File: src/rtl/fda_capture_pkg.sv
// fda_capture_pkg: state encodings, parameter defaults and word width shared by the capture sequencer
package fda_capture_pkg;
  localparam int WORD_W = 16;
  localparam int STROBE_LEN_DEF = 2;
  localparam int TIMEOUT_CYCLES_DEF = 65535;
  localparam logic [2:0] IDLE       = 3'd0;
  localparam logic [2:0] ARM        = 3'd1;
  localparam logic [2:0] STROBE     = 3'd2;
  localparam logic [2:0] WAIT_READY = 3'd3;
  localparam logic [2:0] READ_REQ   = 3'd4;
  localparam logic [2:0] READ_WAIT  = 3'd5;
  localparam logic [2:0] HOLD       = 3'd6;
  localparam logic [2:0] DONE       = 3'd7;
  typedef logic [WORD_W-1:0] word_t;
endpackage

File: src/rtl/capture_trigger_detect.sv
// capture_trigger_detect: flags a rising crossing of adc samples through a threshold level
module capture_trigger_detect (
  input  logic       clk,
  input  logic       rst,
  input  logic       enable,
  input  logic [7:0] level,
  input  logic [7:0] sample,
  output logic       crossed
);
  logic [7:0] prevSample;
  always_ff @(posedge clk or posedge rst)
    if (rst) prevSample <= '0;
    else prevSample <= sample;
  assign crossed = enable && prevSample < level && sample >= level;
endmodule

File: src/rtl/capture_sequencer.sv
// capture_sequencer: arms a capture, strobes the buffer and streams its words to the host
module capture_sequencer
  import fda_capture_pkg::*;
#(
  parameter int STROBE_LEN = STROBE_LEN_DEF,
  parameter int TIMEOUT_CYCLES = TIMEOUT_CYCLES_DEF
) (
  input  logic        clk,
  input  logic        rst,
  input  logic        startCapture,
  input  logic        abortCapture,
  input  logic        triggerMode,
  input  logic [7:0]  triggerLevel,
  input  word_t       wordCount,
  input  logic [7:0]  adcSample,
  output logic        dataCaptureStrobe,
  output logic        dataRead,
  input  logic        dataReadyToRead,
  input  logic        dataValid,
  input  logic        dataEmpty,
  input  word_t       captureData,
  output word_t       hostData,
  output logic        hostValid,
  input  logic        hostReady,
  output logic        busy,
  output logic        done,
  output logic        timeoutErr,
  output logic        shortRead,
  output word_t       wordsRead
);
  localparam logic [3:0] STROBE_LAST = 4'(STROBE_LEN - 1);
  localparam logic [19:0] TMO_LAST = 20'(TIMEOUT_CYCLES - 1);
  logic [2:0] state;
  logic [3:0] strobeCnt;
  logic [19:0] tmoCnt;
  word_t countLatched, wordsNext;
  logic modeLatched, crossed, tmoHit;
  logic [7:0] levelLatched;
  capture_trigger_detect uTrig (
    .clk(clk),
    .rst(rst),
    .enable(state == ARM && modeLatched),
    .level(levelLatched),
    .sample(adcSample),
    .crossed(crossed)
  );
  assign wordsNext = wordsRead + WORD_W'(1);
  assign tmoHit = tmoCnt == TMO_LAST;
  always_ff @(posedge clk or posedge rst) begin
    if (rst) begin
      state <= IDLE;
      strobeCnt <= '0;
      tmoCnt <= '0;
      countLatched <= '0;
      modeLatched <= 1'b0;
      levelLatched <= '0;
      hostData <= '0;
      hostValid <= 1'b0;
      timeoutErr <= 1'b0;
      shortRead <= 1'b0;
      wordsRead <= '0;
    end else if (abortCapture) begin
      state <= IDLE;
      hostValid <= 1'b0;
      hostData <= '0;
    end else begin
      case (state)
        IDLE: if (startCapture) begin
          countLatched <= wordCount == '0 ? WORD_W'(1) : wordCount;
          modeLatched <= triggerMode;
          levelLatched <= triggerLevel;
          timeoutErr <= 1'b0;
          shortRead <= 1'b0;
          wordsRead <= '0;
          tmoCnt <= '0;
          state <= ARM;
        end
        ARM: if (!modeLatched || crossed) begin
          strobeCnt <= '0;
          state <= STROBE;
        end else if (tmoHit) begin
          timeoutErr <= 1'b1;
          state <= DONE;
        end else tmoCnt <= tmoCnt + 20'd1;
        STROBE: if (strobeCnt == STROBE_LAST) begin
          tmoCnt <= '0;
          state <= WAIT_READY;
        end else strobeCnt <= strobeCnt + 4'd1;
        WAIT_READY: if (dataReadyToRead) state <= READ_REQ;
        else if (tmoHit) begin
          timeoutErr <= 1'b1;
          state <= DONE;
        end else tmoCnt <= tmoCnt + 20'd1;
        READ_REQ: begin
          tmoCnt <= '0;
          state <= READ_WAIT;
        end
        READ_WAIT: if (dataValid) begin
          hostData <= captureData;
          hostValid <= 1'b1;
          state <= HOLD;
        end else if (dataEmpty) begin
          shortRead <= 1'b1;
          state <= DONE;
        end else if (tmoHit) begin
          timeoutErr <= 1'b1;
          state <= DONE;
        end else tmoCnt <= tmoCnt + 20'd1;
        // the buffer is only re-read once the host has taken the held word
        HOLD: if (hostReady) begin
          hostValid <= 1'b0;
          wordsRead <= wordsNext;
          shortRead <= shortRead | (wordsNext != countLatched && dataEmpty);
          state <= (wordsNext == countLatched || dataEmpty) ? DONE : READ_REQ;
        end
        default: state <= IDLE;
      endcase
    end
  end
  assign busy = state != IDLE;
  assign dataCaptureStrobe = state == STROBE && !abortCapture;
  assign dataRead = state == READ_REQ && !abortCapture;
  assign done = state == DONE && !abortCapture;
endmodule

File: config.mk
export PLATFORM = sky130hd
export DESIGN_NAME = capture_sequencer
export DESIGN_NICKNAME = d
export VERILOG_FILES = /design/src/rtl/fda_capture_pkg.sv /design/src/rtl/capture_trigger_detect.sv /design/src/rtl/capture_sequencer.sv
export SDC_FILE = /design/constraint.sdc
export NUM_CORES = 1
export LEC_CHECK = 0
export CAP_MARGIN = 20
export CORE_MARGIN = 4
export CORE_UTILIZATION = 48
export CTS_CLUSTER_SIZE = 16
export DETAILED_ROUTE_END_ITERATION = 12
export PLACE_DENSITY_LB_ADDON = 0.12
export SLEW_MARGIN = 20
export SYNTH_ARGS = -nofsm -noshare
export SYNTH_HDL_FRONTEND = slang
export SYNTH_SLANG_ARGS = --single-unit
export TNS_END_PERCENT = 100
File: constraint.sdc
create_clock -name clk -period 3.2 [get_ports clk]
set_input_delay 0.96 -clock clk [delete_from_list [all_inputs] [get_ports clk]]
set_output_delay 0.96 -clock clk [all_outputs]
set_load 0.01 [all_outputs]
==> results of run 1 <==
## final cells by class
| type | instances | area [um2] |
|---|---|---|
| Clock buffer | 13 | 270 |
| Clock inverter | 2 | 38.8 |
| Fill cell | 1007 | 4290 |
| Inverter | 19 | 75.1 |
| Multi-Input combinational cell | 450 | 2970 |
| Sequential cell | 95 | 2380 |
| Tap cell | 143 | 179 |
| Timing Repair Buffer | 116 | 1180 |
## per-stage QoR
| stage | setup WS (ns) | power (mW) |
|---|---|---|
| final | 0.101 | 3.35 |
| after global routing | -0.00992 | 3.54 |
| after CTS | 0.0603 | 3.34 |
| after detailed placement | -0.325 | 2.22 |
| after global placement | -0.217 | 2.19 |
| after floorplan | 0.366 | 1.95 |
## registers in the layout (all words and copies together), names as in the netlist
| signal | flops |
|---|---|
| modeLatched | 1 |
| strobeCnt | 4 |
| state | 3 |
| hostValid | 1 |
| wordsRead | 16 |
| shortRead | 1 |
| tmoCnt | 20 |
| timeoutErr | 1 |
| levelLatched | 8 |
| hostData | 16 |
| uTrig.prevSample | 8 |
| countLatched | 16 |
## cell usage in the layout (no fill, tap or decap), drive strengths merged, types with 9 or more instances in the layout
| master | count |
|---|---|
| o31ai | 9 |
| nand4 | 17 |
| a32o | 9 |
| and3 | 9 |
| buf | 19 |
| o21ai | 46 |
| clkbuf | 15 |
| dfrtp | 95 |
| mux2 | 26 |
| xor2 | 11 |
| nand2 | 64 |
| nor3 | 12 |
| nor2 | 42 |
| a21oi | 29 |
| ha | 20 |
| nand3 | 35 |
| inv | 18 |
| nand2b | 13 |
| nor4 | 10 |
| xnor2 | 11 |
| clkdlybuf4s50 | 93 |
## report_power, final
group	internal (mW)	leakage [nW]	switching [mW]
combinational	0.408	1.52	0.389
sequential	1.32	1.25	0.120
clock	0.667	0.152	0.446
## critical path, delay by kind of cell
family / cells / cell delay, ns
AND/OR/NAND/NOR: 1 / 0.14
adder cells (fa/ha/maj): 1 / 0.27
AO/OA/AOI/OAI: 6 / 1.17
buffers and inverters: 4 / 0.77
## cells by family (layout without fill, tap and decap cells)
group / count (synthesis) / after routing / synth area share
fa+ha+maj: 20 / 20 / 0.0450
compound gates: 147 / 147 / 0.181
simple gates: 233 / 233 / 0.212
xor+xnor: 22 / 22 / 0.0346
flops: 95 / 95 / 0.427
mux: 28 / 28 / 0.0562
buf+inv: 51 / 150 / 0.0432
## cell usage after synthesis (6+ instances only)
cell type	instances	area (um2)
dfrtp_1	95	2380
nand2_1	64	240
nor2_1	40	150
nand3_1	35	175
o21ai_0	34	170
a21oi_1	26	130
mux2_2	26	293
ha_1	20	250
inv_1	19	71.3
clkbuf_1	17	63.8
nand4_1	17	106
nand2b_1	12	75.1
o21ai_1	12	60.1
nor3_1	11	55.1
xnor2_1	11	96.3
xor2_1	11	96.3
nor4_1	10	62.6
a32o_1	9	90.1
and3_1	9	56.3
o31ai_1	9	67.6
buf_2	8	40.0
a21o_1	7	52.6
nor2b_1	7	43.8
o2bb2ai_1	6	52.6
## how the worst max path moves through the flow
stage	to	cells past startpoint
final	tmoCnt[12]	12
after global routing	tmoCnt[12]	12
after CTS	tmoCnt[2]	11
after detailed placement	tmoCnt[2]	11
after global placement	tmoCnt[0]	11
after floorplan	tmoCnt[7]	10
## metal layers
layer / routed length, um / global-route usage / up-vias
li1: - / - / 2377
met3: 849 / 0.0428 / 16
met5: 0 / 0 / -
met1: 6250 / 0.300 / 2361
met2: 6900 / 0.363 / 162
met4: 163 / 0.0626 / 0
## what timing repair did
item,CTS,global route
cloned,0,2
resized for setup,3,3
buffers inserted,0,3
endpoints found under the setup margin,3,10
pin swaps,1,3
==> results by group, run 1 <==
Global route
  – Vias in the first global route: 4,732
  – Antenna violations before repair: 0
  – First-pass GRT wire length: 23,600 um
  – All-layer global routing usage: 0.221
  – Grt ovf: 0
  – Largest net degree at the start of global routing: 96

Floorplan
  – IO Pins: 96
  – Rows: 39
  – Starting density of the core: 0.489
  – Die area: around 0.013 mm2
  – Die width: ~120 um
  – Die Ht: 116 um
  – Core Region: 0.0114 mm2

CTS
  – Worst-Skew Late Latency: 0.35 ns
  – CTS Sinks: 95
  – Total CTS buffers: 9
  – CTS tree: yes
  – H-tree levels: 3
  – Post-CTS Hold Fix Bufs: 0
  – Root Driver: clkbuf_16
  – CTS clk-pin slew, worst paths: 0.06 ns
  – CTS max path bufs: 2

Logic synthesis
  – Ys Warns: 0
  – Mapped Area: 0.00557 mm2
  – Post-synth EDFFs: 0
  – Seq cells post-synth: 95
  – FFs w/ async S/R, synth: 1.00
  – Avg Synthesized Cell Area: roughly 9.3 um2
  – Net Count, Synth: 673
  – Part of the Yosys area used for sequential elements: 0.427
  – Yosys cell types: 67
  – Mapped Cells: ~600
  – Primary FF master, synth: dfrtp_1

STA
  – Fmax: about 0.32 GHz
  – Fin Hold WS: ~0.50 ns
  – Rel. slew slack: 0.253
  – Final setup viols: 0
  – Slew Viols, Final: 0
  – Worst Max-Slew Pin Slew: 1.12 ns
  – Clock Skew: roughly 0.0054 ns
  – Post-layout min period: 3.10 ns
  – TNS Setup: 0 ns
  – Final hold vios: 0
  – Final Cycle Share: 0.968

Critical path
  – FF-to-FF End: state[0]
  – Critical Path Max Stage Delay: around 0.47 ns
  – Cell repeated most along the worst path: a211o_1
  – Worst path required time: 3.43 ns
  – Critical Path Fanout Max: 5
  – Flop2flop setup slack: between 0.6 and 0.7 ns
  – CP startpoint kind: input pin
  – CP startpoint: adcSample[0]
  – Reg-to-Reg Start: levelLatched[6]
  – R2R cell count: 11
  – CP arrival: 3.33 ns
  – Setup CP Type: in2reg
  – Slowest cell on crit path: clkdlybuf4s50_1
  – CP Capture Type: flop
  – Worst path cell trace: clkdlybuf4s50_1 > inv_1 > ha_1 > nand2b_1 > a211o_1 > o211ai_1 > a21oi_2 > a211oi_4 > buf_4 > buf_12 > a21boi_0 > a211o_1

Finish
  – Net count reported at finish: 768
  – Layout area overhead: 27.3%
  – Fin util: 0.623
  – Final Cell Area: 0.00708 mm2
  – Final cell count without fillers: 838
  – Antenna Cells: 0
  – Share of layout cells above drive strength 1: 0.114

Route
  – Remaining DRCs: 0
  – WL final: approximately 14,000 um
  – Vias: 4,916
  – Vias per cell: 5.87
  – DR iter-0 viols: 350
  – Routed Antenna Nets: 0
  – Detailed Routing Iterations Pass 1: 5
  – Routed WL per cell: 16.9 um

Placed design
  – Placed insts: 818
  – HPWL after detailed placement: 10,200 um
  – PortBufs: 95
  – Routability cong.: 0.856
  – Dpl cell area: 0.00669 mm2

Hold path
  – Hold worst-path end: levelLatched[4]
  – Hold path start: levelLatched[4]
  – Cell depth of the worst hold path: 1
  – Min-Delay Path Class: reg2reg

Pwr
  – Worst vdd ir: 0.000365 V
  – PwrDens: 473 mW/mm2
  – Leak Pwr: 2.92 nW

Run
  – Maxcap violations: 0

Run status
  – Status: complete, no violations
(Power assumes the default switching activity.)
==> run 2, diff against run 1 <==
--- a/config.mk
+++ b/config.mk
@@ -10,7 +10,7 @@
 export CORE_UTILIZATION = 48
 export CTS_CLUSTER_SIZE = 16
 export DETAILED_ROUTE_END_ITERATION = 12
-export PLACE_DENSITY_LB_ADDON = 0.12
+export PLACE_DENSITY = 0.76
 export SLEW_MARGIN = 20
 export SYNTH_ARGS = -nofsm -noshare
 export SYNTH_HDL_FRONTEND = slang
==> results by group, run 2 (same netlist as run 1, synthesis figures left out) <==
Finish
  – Share of layout cells above drive strength 1: 0.107 (was 0.114)
  – Net count reported at finish: 761 (was 768)
  – Largest Register: tmoCnt (unchanged)
  – Most frequent cells in the layout: dfrtp_1, clkdlybuf4s50_1, nand2_1 (unchanged)
  – Final Cell Area: 0.00698 mm2 (was 0.00708 mm2)
  – Max reg flops: 20 (unchanged)
  – Commonest non-fill, non-tap cell in the layout: dfrtp_1 (unchanged)
  – Layout area overhead: 25.5% (was 27.3%)
  – Antenna Cells: 0 (unchanged)
  – Final cell count without fillers: 832 (was 838)

Floorplan
  – Core Region: 0.0114 mm2 (unchanged)
  – IO Pins: 96 (unchanged)
  – Die area: 0.0134 mm2 (unchanged)
  – Die width: 116 um (unchanged)
  – Rows: 39 (unchanged)
  – Die Ht: 116 um (unchanged)
  – Starting density of the core: 0.489 (unchanged)

Critical path
  – Critical path's top delay family: buffers and inverters (was compound AO/OA/AOI/OAI gates)
  – CP Capture Type: primary output (was flop)
  – Worst path required time: 2.24 ns (was 3.43 ns)
  – Critical Path Fanout Max: 5 (unchanged)
  – CP arrival: 2.17 ns (was 3.33 ns)
  – CP startpoint: abortCapture (was adcSample[0])
  – Buf/Inv on CP: 2 (was 4)
  – Reg-to-Reg Start: wordsRead[0] (was levelLatched[6])
  – Worst path cell trace: clkdlybuf4s50_1 > nor2_1 > clkdlybuf4s50_1 (was clkdlybuf4s50_1 > inv_1 > ha_1 > nand2b_1 > a211o_1 > o211ai_1 > a21oi_2 > a211oi_4 > buf_4 > buf_12 > a21boi_0 > a211o_1)
  – Setup CP Type: in2out (was in2reg)
  – Flop2flop setup slack: 0.67 ns (was 0.66 ns)
  – CP startpoint kind: input pin (unchanged)
  – Slowest cell on crit path: clkdlybuf4s50_1 (unchanged)
  – FF-to-FF End: shortRead (was state[0])
  – R2R cell count: 8 (was 11)
  – Critical Path Max Stage Delay: 0.55 ns (was 0.47 ns)
  – Cell repeated most along the worst path: clkdlybuf4s50_1 (was a211o_1)

Hold path
  – Hold worst-path end: timeoutErr (was levelLatched[4])
  – Min-Delay Path Class: reg2reg (unchanged)
  – Cell depth of the worst hold path: 1 (unchanged)
  – Hold path start: timeoutErr (was levelLatched[4])

STA
  – Final setup viols: 0 (unchanged)
  – Final Cycle Share: 0.977 (was 0.968)
  – Slew Viols, Final: 0 (unchanged)
  – Fin Hold WS: 0.504 ns (about the same)
  – Final hold vios: 0 (unchanged)
  – Post-route setup slack: 0.0730 ns (was 0.101 ns)
  – Fmax: 0.320 GHz (was 0.323 GHz)
  – Post-layout min period: 3.13 ns (was 3.10 ns)
  – Rel. slew slack: 0.457 (was 0.253)
  – Worst Max-Slew Pin Slew: 0.814 ns (was 1.12 ns)
  – RSZ-0062 raised after global routing: false
  – Clock Skew: 0.00730 ns (was 0.00540 ns)

Route
  – Detailed Routing Iterations Pass 1: 5 (unchanged)
  – DR iter-0 viols: 318 (was 350)
  – Remaining DRCs: 0 (unchanged)
  – Routed WL per cell: 16.9 um (about the same)
  – Vias per cell: 5.85 (was 5.87)
  – Routed Antenna Nets: 0 (unchanged)
  – WL final: 14,100 um (was 14,200 um)
  – Vias: 4,864 (was 4,916)

Global route
  – All-layer global routing usage: 0.218 (was 0.221)
  – Antenna violations before repair: 0 (unchanged)
  – Grt ovf: 0 (unchanged)
  – GR Util met2: 0.353 (was 0.363)
  – Most Crowded Layer GR: met2 (unchanged)
  – Largest net degree at the start of global routing: 52 (was 96)
  – Met1 Usage GRT: 0.291 (was 0.300)
  – Grt met3 use: 0.0439 (was 0.0428)
  – Vias in the first global route: 4,708 (was 4,732)
  – First-pass GRT wire length: 23,300 um (was 23,600 um)

Placed design
  – Worst slack, placed: -0.267 ns (was -0.325 ns)
  – Placed insts: 815 (was 818)
  – Dpl cell area: 0.00667 mm2 (was 0.00669 mm2)
  – HPWL after detailed placement: 10,200 um (about the same)
  – Routability cong.: 0.937 (was 0.856)
  – PortBufs: 95 (unchanged)

CTS
  – Total CTS buffers: 9 (unchanged)
  – Post-CTS Hold Fix Bufs: 0 (unchanged)
  – Root Driver: clkbuf_16 (unchanged)
  – CTS max path bufs: 2 (unchanged)
  – CTS clk-pin slew, worst paths: 0.06 ns (about the same)
  – CTS Sinks: 95 (unchanged)
  – CTS tree: yes (unchanged)
  – H-tree levels: 3 (unchanged)
  – Worst-Skew Late Latency: 0.35 ns (about the same)

Pwr
  – PwrDens: 466 mW/mm2 (was 473 mW/mm2)
  – Worst vdd ir: 0.000270 V (was 0.000365 V)
  – Leak Pwr: 2.87 nW (was 2.92 nW)

Run status
  – Status: complete, no violations (unchanged)

Run
  – Maxcap violations: 0 (unchanged)
run 2: layer usage:
metal | up-vias | wire (um)
met1 | 2320 | 5930
met3 | 20 | 916
met4 | 0 | 325
li1 | 2352 | -
met2 | 172 | 6900
met5 | - | 0
run 2: where the power goes:
part	switching, mW	internal [mW]	total [mW]
Sequential	0.114	1.32	1.43
Clock	0.466	0.592	1.06
Combinational	0.385	0.379	0.764
run 2: worst max path at each step:
stage | to | slack (ns) | cells past startpoint
floorplan | tmoCnt[7] | 0.37 | 10
detailed placement | tmoCnt[11] | -0.27 | 11
finish | dataCaptureStrobe | 0.07 | 3
CTS | dataCaptureStrobe | 0.06 | 3
global placement | tmoCnt[2] | -0.20 | 11
global route | dataCaptureStrobe | 0.002 | 3
run 2: final cells by class:
type                       instances  area (um2)
fill                             994        4390
multi-input combinational        450        2970
sequential                        95        2380
timing repair buffer             109        1090
clock buffer                      12         267
tap                              143         179
inverter                          19        75.1
clock inverter                     4        27.5
run 2: metrics by stage:
step / utilization / setup TNS (ns) / power, mW
6_report: 0.614 / 0 / 3.26
5_1_grt: 0.614 / 0 / 3.46
4_1_cts: 0.613 / 0 / 3.29
3_5_place_dp: 0.586 / -3.93 / 2.21
3_3_place_gp: 0.586 / -3.48 / 2.18
2_1_floorplan: - / 0 / 1.95
run 2: repair_timing:
item / CTS / global route
setup endpoints to repair: 1 / 9
pin swaps: 0 / 1
hold endpoints to repair: 0 / 0
setup buffers: 0 / 1
resized for setup: 2 / 3
run 2: worst reg2reg max path, delay by kind of cell, from the launching register on:
family                   cells  cell delay, ns
AND/OR/NAND/NOR              5            0.88
flip-flops                   1            0.53
AO/OA/AOI/OAI                2            0.59
adder cells (fa/ha/maj)      1            0.43
